**src/rtl/ws2812_shift_register.sv**
```systemverilog
// ws2812_shift_register: rotating parallel-load / serial-out register holding one WS2812B
// frame segment (WIDTH bits). Define SHREG_FRAME_DONE_EN to add the registered frameDone pulse.
module ws2812_shift_register #(
    parameter int WIDTH = 96,
    parameter int CNT_W = 7
) (
    input  logic             clk,
    input  logic             reset,
    input  logic             loadRegister,
    input  logic [WIDTH-1:0] loadValue,
    input  logic             genDone,
`ifdef SHREG_FRAME_DONE_EN
    output logic             frameDone,
`endif
    output logic             registerBit
);

    logic [WIDTH-1:0] sr_r;

    // Data register: reset beats load beats advance; advancing rotates so no bit is ever lost.
    always_ff @(posedge clk) begin
        if (reset == 1'b0) begin
            sr_r <= '0;
        end else if (loadRegister == 1'b1) begin
            sr_r <= loadValue;
        end else if (genDone == 1'b1) begin
            sr_r <= {sr_r[WIDTH-2:0], sr_r[WIDTH-1]};
        end else begin
            sr_r <= sr_r;
        end
    end

    assign registerBit = sr_r[WIDTH-1];

`ifdef SHREG_FRAME_DONE_EN
    localparam logic [CNT_W-1:0] CNT_LAST = CNT_W'(WIDTH - 1);

    logic [CNT_W-1:0] cnt_r;
    logic             frame_done_r;

    // Advance counter and one-cycle pulse after the advance that wraps cnt back to zero.
    always_ff @(posedge clk) begin
        if (reset == 1'b0) begin
            cnt_r        <= '0;
            frame_done_r <= 1'b0;
        end else if (loadRegister == 1'b1) begin
            cnt_r        <= '0;
            frame_done_r <= 1'b0;
        end else if (genDone == 1'b1) begin
            if (cnt_r == CNT_LAST) begin
                cnt_r        <= '0;
                frame_done_r <= 1'b1;
            end else begin
                cnt_r        <= cnt_r + CNT_W'(1);
                frame_done_r <= 1'b0;
            end
        end else begin
            cnt_r        <= cnt_r;
            frame_done_r <= 1'b0;
        end
    end

    assign frameDone = frame_done_r;
`endif

endmodule

```
**config.mk**
```make
export PLATFORM = sky130hd
export DESIGN_NAME = ws2812_shift_register
export DESIGN_NICKNAME = d
export VERILOG_FILES = /design/src/rtl/ws2812_shift_register.sv
export SDC_FILE = /design/constraint.sdc
export NUM_CORES = 1
export LEC_CHECK = 0
export BUFFER_PORTS_ARGS = -buffer_cell sky130_fd_sc_hd__buf_4
export CAP_MARGIN = 15
export CORE_MARGIN = 1
export CORE_UTILIZATION = 55
export DETAILED_ROUTE_END_ITERATION = 6
export GPL_ROUTABILITY_DRIVEN = 1
export PLACE_DENSITY = 0.79
export SYNTH_ARGS = -nofsm -noshare
export SYNTH_HDL_FRONTEND = slang
export SYNTH_SLANG_ARGS = --single-unit
```
**constraint.sdc**
```tcl
create_clock -name clk -period 1.6 [get_ports clk]
set_clock_uncertainty 0.15 [all_clocks]
set_input_delay 0.08 -clock clk [delete_from_list [all_inputs] [get_ports clk]]
set_output_delay 0.08 -clock clk [all_outputs]
set_load 0.05 [all_outputs]
```
==> summary.txt <==
Clocking
  – CTS buffer count: 9
  – Clock slew at reported path FFs: around 90 ps
  – Clock buffer depth: 2
  – Clk sinks: 96
  – Root Driver: clkbuf_8
  – TritonCTS clock tree: built
  – Worst skew pair latency: approximately 350 ps
  – H-tree Lvls: 3

Setup path
  – Worst R2R End: sr_r[50]$_SDFFE_PN0P_
  – Critical Path Slowest Stage Cell: dlygate4sd3_1
  – Crit-path max cell delay: ~550 ps
  – Crit path max-delay family: buffers and inverters
  – Reg-to-reg slack, setup: 20 ps
  – Crit path kind: flop to flop
  – FF-to-FF Start: sr_r[50]$_SDFFE_PN0P_
  – Crit-path cells: mux2_2 -> o211a_1 -> dlygate4sd3_1
  – CP max FO: 2
  – Worst Reg2Reg Path Length in Cells: 3
  – CP bufs+invs: 1
  – Critical path arrival: about 1700 ps
  – Data required time of the critical path: ~1700 ps
  – Type of element launching the critical path: flop
  – Worst Setup End Kind: flop

Timing
  – Final Critical Period: ~1600 ps
  – Final Max Slew Viols: 0
  – Final Setup Violations: 0
  – Final hold violation count: 0
  – Slew @ Worst Pin: approximately 400 ps
  – Achievable clock frequency: ~630 MHz
  – Worst hold slack: roughly 90 ps
  – RSZ-0062 raised after global routing: true
  – Crit share post-route: 0.985
  – Max transition margin: 0.738

Global routing
  – Tot GR Track Use: 0.231
  – Vias in the first global route: 3972
  – Initial antenna violation count: 0
  – First-pass GRT wire length: roughly 18 mm
  – Global route overflow: 0
  – Largest net degree at the start of global routing: 98

Power
  – Design Power: ~5.8 mW
  – Sw Ratio: 0.224
  – Cell Int Power: about 4.5 mW
  – Comb power frac: 0.201
  – Leak Pwr: around 3.8 nW
  – Pwr Density: between 800 and 900 nW/um^2
  – Maximum vdd ir drop: 594 uV
  – Share of power burned in registers: 0.462
  – Clock power share: 0.337
  – Net switching power figure: 1.29 mW

Layout
  – Largest register by flop count: sr_r
  – ANT cells: 0
  – Max reg flops: between 90 and 100
  – Synth-to-Final Area Change: 41.4%
  – Share of cells above drive strength 1: 0.397
  – Design Area, Final: between 7000 and 8000 sq um
  – Top flop regs: sr_r x96
  – Final core utilization: 0.807
  – Nets: 705
  – Finished Layout Cells: a little over 700

Synth
  – Post-Syn Area per Cell: approximately 12 sq um
  – Gate Count Post-Synth: roughly 430
  – Seq/Total Area, Yosys: 0.386
  – Synth cell types: 11
  – Yosys reg bits: between 90 and 100
  – Synth Cell Area: 4980 sq um
  – Mapped Nets: around 530
  – Synthesis Warnings: 0

Floorplan
  – Io pins: ~100
  – DIE HEIGHT: just under 100 microns
  – Die Width: approximately 97 microns
  – Die Area: between 9000 and 10000 sq um
  – Num rows: 34
  – Core region area: 8720 sq um
  – Initial core utilization: 0.571

Drt
  – Total number of vias: 3764
  – Post-route ant nets: 0
  – Post-DR wirelength/cell: about 15 microns
  – Final WL: around 11 mm
  – Drt first pass iters: 6
  – DRC viols: 0
  – Via density: ~5.2
  – DR iter-0 viols: 95

Place
  – Post-DP Area: between 5000 and 6000 sq um
  – Post-DP HPWL: 5.78 mm
  – Port Buffers: 100
  – Placed Cells: around 600
  – GP Congestion: roughly 0.72

Run status
  – Status: completed

Run
  – Max-cap violations: 0

Min path
  – Hold Crit Endpoint: sr_r[35]$_SDFFE_PN0P_
  – Min-Delay Path Depth: 3
  – Worst Hold Class: input port to flop
  – HP Start: genDone
## Yosys cell counts
cell / count / area (sq um)
dfxtp_1: 96 / 1920
nand2b_1: 96 / 601
o211a_1: 96 / 961
mux2_2: 56 / 631
mux2_4: 40 / 601
clkbuf_1: 19 / 71.3
buf_2: 14 / 70.1
buf_1: 4 / 15.0
buf_12: 4 / 80.1
buf_6: 1 / 11.3
buf_8: 1 / 15.0
## worst reg2reg max path: stages (launching register included)
cell	delay, ps
dfxtp_1	320
mux2_2	260
o211a_1	200
dlygate4sd3_1	550
## placed cells by master, fill, tap and decap left out
cell type / Yosys / layout
o211a_1: 96 / 96
buf_6: 1 / 1
buf_12: 4 / 7
nand2b_1: 96 / 96
buf_4: 0 / 104
clkbuf_8: 0 / 11
mux2_2: 56 / 56
clkinvlp_4: 0 / 1
dfxtp_1: 96 / 78
mux2_4: 40 / 40
clkinv_2: 0 / 1
dlygate4sd3_1: 0 / 98
dfxtp_2: 0 / 18
bufinv_16: 0 / 3
## cell families after synthesis
| group | share of synthesized area |
|---|---|
| multiplexers | 0.247 |
| AO/OA/AOI/OAI | 0.193 |
| buffers and inverters | 0.0528 |
| flip-flops | 0.386 |
| AND/OR/NAND/NOR | 0.121 |
## what timing repair did
item,4_1_cts,5_1_grt
gates resized for setup,0,19
setup buffers,0,3
endpoints found under the hold margin,96,0
setup endpoints to repair,0,21
hold buffers,118,0
## power by group through the flow
stage	clock network [mW]	logic, mW	registers [mW]
6_report	1.94	1.16	2.66
5_1_grt	2.08	1.26	2.68
4_1_cts	1.97	1.19	2.66
3_5_place_dp	0	0.941	2.71
3_3_place_gp	0	0.916	2.70
2_1_floorplan	0	0.682	2.69
## metal layers
metal,up-vias,share of wire,global-route usage
met4,0,0.016,0.0815
met3,15,0.031,0.0345
met2,77,0.51,0.422
met1,1778,0.44,0.274
li1,1894,-,-
met5,-,0,0
## layout make-up
cell class,count,area (sq um)
clock inverters,5,103
repair buffers,210,1910
multi-input cells,288,2790
well taps,108,135
clock buffers,11,151
flip-flops and latches,96,1940
fillers,504,1680
## per-stage QoR
step                TNS (ps)  setup WS [ps]
floorplan                  0            357
global placement           0            219
detailed placement         0            188
CTS                        0           7.47
global route           -9.46          -9.46
finish                     0           24.5
## worst max path at each step
stage	startpoint	to	slack (ps)	cells after the start
after floorplan	sr_r[95]$_SDFFE_PN0P_	sr_r[0]$_SDFFE_PN0P_	360	2
after global placement	genDone	sr_r[1]$_SDFFE_PN0P_	220	4
after detailed placement	genDone	sr_r[2]$_SDFFE_PN0P_	190	4
after CTS	sr_r[54]$_SDFFE_PN0P_	sr_r[54]$_SDFFE_PN0P_	7	3
after global routing	sr_r[49]$_SDFFE_PN0P_	sr_r[50]$_SDFFE_PN0P_	-9	3
final	sr_r[50]$_SDFFE_PN0P_	sr_r[50]$_SDFFE_PN0P_	20	3
No activity file was read; power rests on OpenSTA's default activity.
